File: config.mk
export PLATFORM = sky130hd
export DESIGN_NAME = if_stage_flat
export DESIGN_NICKNAME = d
export VERILOG_FILES = /design/src/rtl/if_stage_if.sv /design/src/rtl/if_stage.sv /design/src/flat_wrapper.sv
export SDC_FILE = /design/constraint.sdc
export NUM_CORES = 1
export LEC_CHECK = 0
export CORE_MARGIN = 8
export CORE_UTILIZATION = 45
export DETAILED_ROUTE_END_ITERATION = 12
export HOLD_SLACK_MARGIN = 0.03
export PLACE_DENSITY = 0.82
export SETUP_SLACK_MARGIN = 0.5
export SYNTH_ARGS = -nofsm -noshare
export SYNTH_HDL_FRONTEND = slang
export SYNTH_SLANG_ARGS = --single-unit
File: constraint.sdc
create_clock -name clk -period 3.1 [get_ports clk]
set_input_delay 0.465 -clock clk [delete_from_list [all_inputs] [get_ports clk]]
set_output_delay 0.465 -clock clk [all_outputs]
set_load 0.005 [all_outputs]
File: src/rtl/if_stage_if.sv
// +----------------------------------------------------------------------------+
// | Module   : if_stage_if                                                     |
// | Purpose  : Fetch-stage bus bundle: stall/redirect in, IF/ID and SRAM out.  |
// | Revision : 1.0 - initial release                                           |
// +----------------------------------------------------------------------------+
`default_nettype none

`ifndef StallBus
`define StallBus 5:0
`endif
`ifndef BR_WD
`define BR_WD 33
`endif
`ifndef IF_TO_ID_WD
`define IF_TO_ID_WD 33
`endif
`ifndef Stop
`define Stop 1'b1
`endif
`ifndef NoStop
`define NoStop 1'b0
`endif

interface if_stage_if;
    logic [`StallBus]          stall;
    logic [`BR_WD-1:0]         br_bus;
    logic [`IF_TO_ID_WD-1:0]   if_to_id_bus;
    logic                      inst_sram_en;
    logic [3:0]                inst_sram_wen;
    logic [31:0]               inst_sram_addr;
    logic [31:0]               inst_sram_wdata;
    logic                      fetch_err;

    // The fetch stage is the master: it owns the fetch request and IF/ID payload.
    modport master (
        input  stall,
        input  br_bus,
        output if_to_id_bus,
        output inst_sram_en,
        output inst_sram_wen,
        output inst_sram_addr,
        output inst_sram_wdata,
        output fetch_err
    );

    modport slave (
        output stall,
        output br_bus,
        input  if_to_id_bus,
        input  inst_sram_en,
        input  inst_sram_wen,
        input  inst_sram_addr,
        input  inst_sram_wdata,
        input  fetch_err
    );
endinterface

`default_nettype wire

File: src/rtl/if_stage.sv
// +----------------------------------------------------------------------------+
// | Module   : if_stage                                                        |
// | Purpose  : Instruction fetch PC sequencer with stall-safe branch redirect. |
// |            Optional macro IF_MISALIGN_GUARD_EN rejects misaligned targets. |
// | Revision : 1.0 - initial release                                           |
// +----------------------------------------------------------------------------+
`default_nettype none

module if_stage (
    input  wire          clk,
    input  wire          rst,
    if_stage_if.master   bus_io
);

    localparam logic [31:0] C_RESET_PC = 32'hBFBF_FFFC;
    localparam logic [31:0] C_BOOT_PC  = 32'hBFC0_0000;

    typedef enum logic [1:0] {
        ST_BOOT = 2'd0,
        ST_RUN  = 2'd1,
        ST_PEND = 2'd2
    } state_t;

    state_t       state_q, state_d;
    logic [31:0]  pc_q, pc_d;
    logic         ce_q, ce_d;
    logic [31:0]  pend_q, pend_d;
    logic         fetch_err_q, fetch_err_d;

    logic         w_br_e_raw;
    logic [31:0]  w_br_addr;
    logic         w_br_e;
    logic         w_stop;
    logic [31:0]  w_next_pc;
    logic         w_unused_stall;

    assign w_br_e_raw     = bus_io.br_bus[32];
    assign w_br_addr      = bus_io.br_bus[31:0];
    assign w_stop         = (bus_io.stall[0] == `Stop);
    assign w_unused_stall = ^bus_io.stall[5:1];

`ifdef IF_MISALIGN_GUARD_EN
    logic w_misaligned;

    // A misaligned redirect is dropped as if no request arrived; the error sticks.
    assign w_misaligned = w_br_e_raw && (w_br_addr[1:0] != 2'b00);
    assign w_br_e       = w_br_e_raw && !w_misaligned;
    assign fetch_err_d  = fetch_err_q | w_misaligned;
`else
    assign w_br_e       = w_br_e_raw;
    assign fetch_err_d  = 1'b0;
`endif

    assign w_next_pc = (state_q == ST_PEND) ? pend_q :
                       w_br_e               ? w_br_addr :
                                              pc_q + 32'd4;

    always_comb begin
        state_d = state_q;
        pc_d    = pc_q;
        ce_d    = ce_q;
        pend_d  = pend_q;
        case (state_q)
            ST_BOOT: begin
                state_d = ST_RUN;
                ce_d    = 1'b1;
                pc_d    = C_BOOT_PC;
            end
            ST_RUN: begin
                if (!w_stop) begin
                    pc_d = w_next_pc;
                end else if (w_br_e) begin
                    // Park the redirect until the PC stage is released.
                    pend_d  = w_br_addr;
                    state_d = ST_PEND;
                end
            end
            ST_PEND: begin
                if (w_stop) begin
                    if (w_br_e) begin
                        pend_d = w_br_addr;
                    end
                end else begin
                    pc_d    = w_next_pc;
                    state_d = ST_RUN;
                end
            end
            default: begin
                state_d = ST_BOOT;
                ce_d    = 1'b0;
                pc_d    = C_RESET_PC;
            end
        endcase
    end

    always_ff @(posedge clk) begin
        if (rst) begin
            state_q     <= ST_BOOT;
            pc_q        <= C_RESET_PC;
            ce_q        <= 1'b0;
            pend_q      <= 32'h0000_0000;
            fetch_err_q <= 1'b0;
        end else begin
            state_q     <= state_d;
            pc_q        <= pc_d;
            ce_q        <= ce_d;
            pend_q      <= pend_d;
            fetch_err_q <= fetch_err_d;
        end
    end

    assign bus_io.if_to_id_bus    = {ce_q, pc_q};
    assign bus_io.inst_sram_en    = ce_q;
    assign bus_io.inst_sram_addr  = pc_q;
    assign bus_io.inst_sram_wen   = 4'b0000;
    assign bus_io.inst_sram_wdata = 32'h0000_0000;
    assign bus_io.fetch_err       = fetch_err_q;

endmodule

`default_nettype wire

File: src/flat_wrapper.sv
// flat-port wrapper written by rule: the top's interface ports become plain ports
module if_stage_flat 
  (clk, rst, bus_io_stall, bus_io_br_bus, bus_io_if_to_id_bus, bus_io_inst_sram_en, bus_io_inst_sram_wen, bus_io_inst_sram_addr, bus_io_inst_sram_wdata, bus_io_fetch_err);
  if_stage_if bus_io_i ();
  input  wire clk;
  input  wire rst;
  input wire logic [$bits(bus_io_i.stall)-1:0] bus_io_stall;
  input wire logic [$bits(bus_io_i.br_bus)-1:0] bus_io_br_bus;
  output wire logic [$bits(bus_io_i.if_to_id_bus)-1:0] bus_io_if_to_id_bus;
  output wire logic [$bits(bus_io_i.inst_sram_en)-1:0] bus_io_inst_sram_en;
  output wire logic [$bits(bus_io_i.inst_sram_wen)-1:0] bus_io_inst_sram_wen;
  output wire logic [$bits(bus_io_i.inst_sram_addr)-1:0] bus_io_inst_sram_addr;
  output wire logic [$bits(bus_io_i.inst_sram_wdata)-1:0] bus_io_inst_sram_wdata;
  output wire logic [$bits(bus_io_i.fetch_err)-1:0] bus_io_fetch_err;
  assign bus_io_i.stall = bus_io_stall;
  assign bus_io_i.br_bus = bus_io_br_bus;
  assign bus_io_if_to_id_bus = bus_io_i.if_to_id_bus;
  assign bus_io_inst_sram_en = bus_io_i.inst_sram_en;
  assign bus_io_inst_sram_wen = bus_io_i.inst_sram_wen;
  assign bus_io_inst_sram_addr = bus_io_i.inst_sram_addr;
  assign bus_io_inst_sram_wdata = bus_io_i.inst_sram_wdata;
  assign bus_io_fetch_err = bus_io_i.fetch_err;
  if_stage u_core (.clk(clk), .rst(rst), .bus_io(bus_io_i));
endmodule
-- Word level (Yosys, flattened, before mapping)
Cells that the tools add are included.
- reductions and logical operators: 4
- muxes and demuxes: 9
- add/sub/neg operators: 1
- equality and inequality tests: 6
- operators by type and width (kind ; number):
    32-bit 2-to-1 mux ; 3
    32-bit one-hot mux with 2 select lines ; 1
    32-bit by 3-bit adder with 32-bit output (second input constant) ; 1
    2-bit inequality test (second input constant) ; 4
    2-bit 2-to-1 mux ; 3
    2-bit one-hot mux with 3 select lines ; 1
    3-bit AND reduction ; 2
    2-bit by 1-bit == test with 1-bit output (second input constant) ; 1
    2-bit == test (second input constant) ; 1
    2-bit logical NOT ; 1
    1-bit one-hot mux with 2 select lines ; 1
    2-bit OR reduction ; 1
- register bits after elaboration: 67
- bits of input ports: 41
- logic and storage cells: 24
- output and inout port bits: 103

-- Longest topological paths before layout
- depth after elaboration: 5
- gate-level depth with buffers: 9
- mapped depth without buffers: 7

-- Worst setup path after synthesis
No wires, ideal clock.
- path type: register to register
- start point: reg u_core.state_q[0]
- end point: reg u_core.pc_q[26], in the netlist u_core.bus_io.inst_sram_addr[26]
- slack: 0.973 ns
- data required time: 2.978 ns
- setup time: 0.122 ns
- period minus slack after synthesis: 2.127 ns
- data arrival time: 2.004 ns
- cell stages (with the launch flop): 9
- buffers on the path: 1
- path through: dfxtp_1 inv_1 ha_1 a2111o_1 or2_0 clkbuf_1 a31o_2 a21oi_1 a21oi_1
- word-level cells in the longest chain between the ends: 4
- elaborated cells between the ends (all ways): 8
- classes of those cells: 3 x eq/ne; 3 x mux; 2 x reduce/logical
- ends and longest elaborated chain (element ; line ; text):
    start: declaration ; if_stage.sv:24 ; state_t state_q, state_d;
    start signal: assignment ; if_stage.sv:104 ; state_q <= state_d;
    2-bit == test ; if_stage.sv:54, if_stage.sv:63 ;
    32-bit 2-to-1 mux ; if_stage.sv:54 ; assign w_next_pc = (state_q == ST_PEND) ? pend_q :
    32-bit 2-to-1 mux ; if_stage.sv:70, if_stage.sv:79 ;
    32-bit one-hot mux with 2 select lines ; if_stage.sv:63 ; case (state_q)
    end signal: assignment ; if_stage.sv:105 ; pc_q <= pc_d;
    end: declaration ; if_stage.sv:25 ; logic [31:0] pc_q, pc_d;
Parallel ways exist; a longest one is shown, timed or not. The select of a mux whose other input is x is not followed.
A chain may end at the register's enable or synchronous reset.

-- Worst setup path in the final report
- start point: reg u_core.pc_q[2], in the netlist u_core.bus_io.inst_sram_addr[2]
- end point: reg u_core.pc_q[17], in the netlist u_core.bus_io.inst_sram_addr[17]
- word-level cells in the longest chain between the ends: 5
- ends and longest elaborated chain (element ; line ; text):
    32-bit by 3-bit adder with 32-bit output ; if_stage.sv:56 ; pc_q + 32'd4;
    32-bit 2-to-1 mux ; if_stage.sv:55 ; w_br_e ? w_br_addr :
    32-bit 2-to-1 mux ; if_stage.sv:54 ;
    32-bit 2-to-1 mux ; if_stage.sv:70, if_stage.sv:79 ;
    32-bit one-hot mux with 2 select lines ; if_stage.sv:63 ;
No other way between the ends. The select of a mux whose other input is x is not followed.

==> key figures <==
Synthesis
  • Post-Synthesis Cells: slightly below 600
  • Mapped cell area: 0.004293 sq mm
  • Dominant synthesized flop cell: dfxtp_1
  • Yosys reg bits: 67
  • Count of cell types in the netlist: 58
  • Sequential area share after synthesis: between 30% and 40%
  • FFs w/ async S/R, synth: 0%
  • Post-synth EDFFs: 0
  • Syn avg cell area: ~7.3 sq um
  • Yosys warns: 0

Run status
  • Outcome: complete, no violations

Clock network
  • CTS tree: built
  • CTS sink count: 67
  • Clk buf depth: 2
  • Post-CTS setup buffers: 0
  • Worst skew pair latency: 340 ps
  • Post-CTS Resized: 0
  • Hold_buf cts: 0
  • Root Driver: clkbuf_8
  • TritonCTS Buffers: 9
  • H-tree depth: 3
  • Register clock-pin slew on the reported worst setup and hold paths: around 70 ps

Setup path
  • Crit path launch type: flip-flop
  • Reg2reg path depth: 5
  • Critical Path RT: roughly 3300 ps
  • Crit-path max FO: 11
  • FF-to-FF End: u_core.bus_io.inst_sram_addr[17]
  • WP data arrival: ~2700 ps
  • Beginning of the worst register-to-register path: u_core.bus_io.inst_sram_addr[2]
  • Setup CP Type: reg -> reg
  • CP endpoint kind: flip-flop
  • Reg2Reg Setup Slack: around 650 ps

Final layout
  • Share of cells above drive strength 1: 6.279%
  • Area added between synthesis and finish: 22.33%
  • Fillers: ~840
  • Area taken by multi-input logic gates: 0.002376 sq mm
  • Post-route insts no fill: 782
  • # nets final: 695
  • Inserted Diodes: 0
  • Reg area: roughly 0.0013 sq mm

Power
  • P_sw: 2.095 mW
  • Sequential group share of total power: 32.0%
  • Clock share of power: 13.9%
  • P_leak: a little under 2 nW
  • Peak supply drop: 0.3132 mV
  • P per Cell Area: 912.0 mW/mm^2
  • Cell-internal power: 2.694 mW
  • Comb power frac: 54.0%
  • Total Power: 4.789 mW
  • Switching share of total power: a little over two fifths

Worst hold path
  • Hold Path Origin: u_core.pend_q[12]
  • Endpoint, Worst Hold: u_core.pend_q[12]
  • Hold depth: 2
  • Min-Delay Path Class: reg -> reg

Timing
  • Crit path time final: roughly 2500 ps
  • Fin crit share: around four fifths
  • Final hold viol count: 0
  • FMAX: 407.6 MHz
  • Slew Viols, Final: 0
  • Setup_tns: 0 ps
  • Tightest Pin Transition: 910.0 ps
  • Slew headroom: 38.56%
  • Worst-case clock skew: 6.710 ps
  • Unrepaired setup endpoints after global routing: no
  • Final setup fails: 0

Placement
  • Buffers on Ports: 101
  • Dpl hpwl: 10.08 mm
  • RePlAce Congestion: 0.9039
  • DP Cell Count: 766

Drt
  • Via density: between 5 and 6
  • 1st-pass router iterations: 5
  • Routed WL per cell: 17.38 microns
  • Routed vias: 4,440
  • Initial DRC count: ~460
  • # DRC: 0
  • Antenna-violating nets left: 0
  • DRT Wirelength: 13.59 mm

Floorplan
  • Die Area: 0.01292 sq mm
  • Die Y: 113.7 microns
  • Starting Density: 46.46%
  • Die W: 113.7 microns
  • Core area: 0.009240 sq mm
  • Total I/O pin count: 144
  • Core Rows: 35

Global routing
  • First-pass GRT wire length: 21.67 mm
  • Vias in the first global route: 4,296
  • GRT Util Overall: approximately a fifth
  • Largest net degree at the start of global routing: 42
  • Initial antenna violation count: 0
  • Grt ovf: 0

Run
  • Max cap viols: 0
[power groups by stage]
stage	clock (mW)	sequential (mW)	combinational [mW]
after floorplan	0	1.45	1.60
after global placement	0	1.53	2.48
after detailed placement	0	1.54	2.54
after CTS	0.674	1.52	2.56
after global routing	0.711	1.57	2.81
final	0.667	1.53	2.59
[sequential cells by signal, summed over array words and instances (netlist names)]
signal                        count
u_core.bus_io.inst_sram_en        1
u_core.pend_q                    32
u_core.bus_io.inst_sram_addr     32
u_core.state_q                    2
[worst max-delay path by stage]
| stage | to | startpoint | slack [ps] | depth (start not counted) |
|---|---|---|---|---|
| floorplan | u_core.bus_io.inst_sram_addr[26] | u_core.state_q[0] | 970 | 8 |
| global placement | u_core.bus_io.inst_sram_addr[26] | bus_io_stall[0] | 640 | 6 |
| detailed placement | u_core.pend_q[31] | bus_io_stall[0] | 610 | 7 |
| CTS | u_core.bus_io.inst_sram_addr[28] | u_core.bus_io.inst_sram_addr[2] | 740 | 6 |
| global route | u_core.pend_q[31] | u_core.state_q[0] | 550 | 8 |
| finish | u_core.bus_io.inst_sram_addr[17] | u_core.bus_io.inst_sram_addr[2] | 650 | 5 |
[logic make-up after synthesis]
| kind of cell | Yosys count | synth area share, % |
|---|---|---|
| AOI/OAI and AO/OA | 158 | 22.33 |
| xor gates and xnor gates | 10 | 2.040 |
| adders and majority gates | 6 | 1.749 |
| buffers and inverters | 118 | 16.67 |
| DFF | 67 | 31.24 |
| muxes | 5 | 1.166 |
| other | 1 | 0.08735 |
| and+or+nand+nor | 224 | 24.72 |
[worst max-delay path, cell delays in order (launching register included)]
cell and delay, ps:
dfxtp_1 530, nand4_1 530, nor4_1 700, nand2_1 170, a311oi_1 310, o31ai_1 100
[Yosys cell counts (2+ instances only)]
cell type | count | area [sq um]
buf_4 | 70 | 525.5
o21a_1 | 3 | 22.52
or3_1 | 2 | 12.51
o311ai_0 | 3 | 26.28
o211ai_1 | 6 | 45.04
nand2_1 | 115 | 431.7
nand2b_1 | 7 | 43.79
xor2_1 | 7 | 61.31
nand4_4 | 2 | 42.54
xnor2_1 | 3 | 26.28
a211oi_1 | 2 | 15.01
and3_1 | 6 | 37.54
nor2_1 | 33 | 123.9
nor3_1 | 11 | 55.05
nand3_1 | 19 | 95.09
buf_1 | 6 | 22.52
o2111ai_1 | 3 | 26.28
o311a_1 | 3 | 30.03
clkbuf_1 | 26 | 97.59
ha_1 | 6 | 75.07
a21oi_1 | 62 | 310.3
dfxtp_1 | 67 | 1341
buf_2 | 2 | 10.01
o31ai_1 | 7 | 52.55
a31oi_1 | 7 | 43.79
nand4_1 | 4 | 25.02
nor4_1 | 11 | 68.82
inv_1 | 13 | 48.80
o21ai_0 | 43 | 215.2
mux2i_1 | 5 | 50.05
nor2b_1 | 4 | 25.02
a221o_1 | 3 | 30.03
a22oi_1 | 3 | 22.52
[area by class of cell]
cell class / count / share of cell area (%)
clock buffer: 12 / 2.954
clock inverter: 4 / 0.4765
inverter: 13 / 0.9292
multi-input combinational: 440 / 45.25
sequential: 67 / 25.54
tap: 129 / 3.074
timing repair buffer: 117 / 21.78
[layout by cell type (no fill, tap or decap), types with 5 or more instances in the layout]
| cell type | n |
|---|---|
| mux2i_1 | 5 |
| clkdlybuf4s50_1 | 101 |
| nor4_1 | 11 |
| nand2_1 | 115 |
| ha_1 | 5 |
| nand3_1 | 19 |
| nor3_1 | 11 |
| clkbuf_8 | 11 |
| buf_4 | 15 |
| dfxtp_1 | 67 |
| a31oi_1 | 7 |
| and3_1 | 6 |
| o21ai_0 | 43 |
| a21oi_1 | 62 |
| conb_1 | 37 |
| nor2_1 | 32 |
| xor2_1 | 7 |
| o211ai_1 | 6 |
| inv_1 | 13 |
| o31ai_1 | 7 |
| nand2b_1 | 7 |
[stage by stage]
step	hold WS [ps]	instance area, sq um	utilization (%)	setup WS [ps]
floorplan	431.2	4428	-	973.4
global placement	437.7	5071	54.88	637.9
detailed placement	441.6	5071	54.88	611.7
CTS	451.8	5251	56.83	744.9
global route	477.6	5251	56.83	555.0
finish	452.1	5251	56.83	646.8
[metal layers]
| metal | up-vias | part of all wire [%] | track usage (%) |
|---|---|---|---|
| li1 | 2067 | - | - |
| met1 | 2074 | 40 | 25.32 |
| met2 | 262 | 47 | 33.10 |
| met3 | 37 | 11 | 5.071 |
| met4 | 0 | 2.5 | 8.970 |
| met5 | - | 0 | 0 |
No activity file was read; power rests on OpenSTA's default activity.
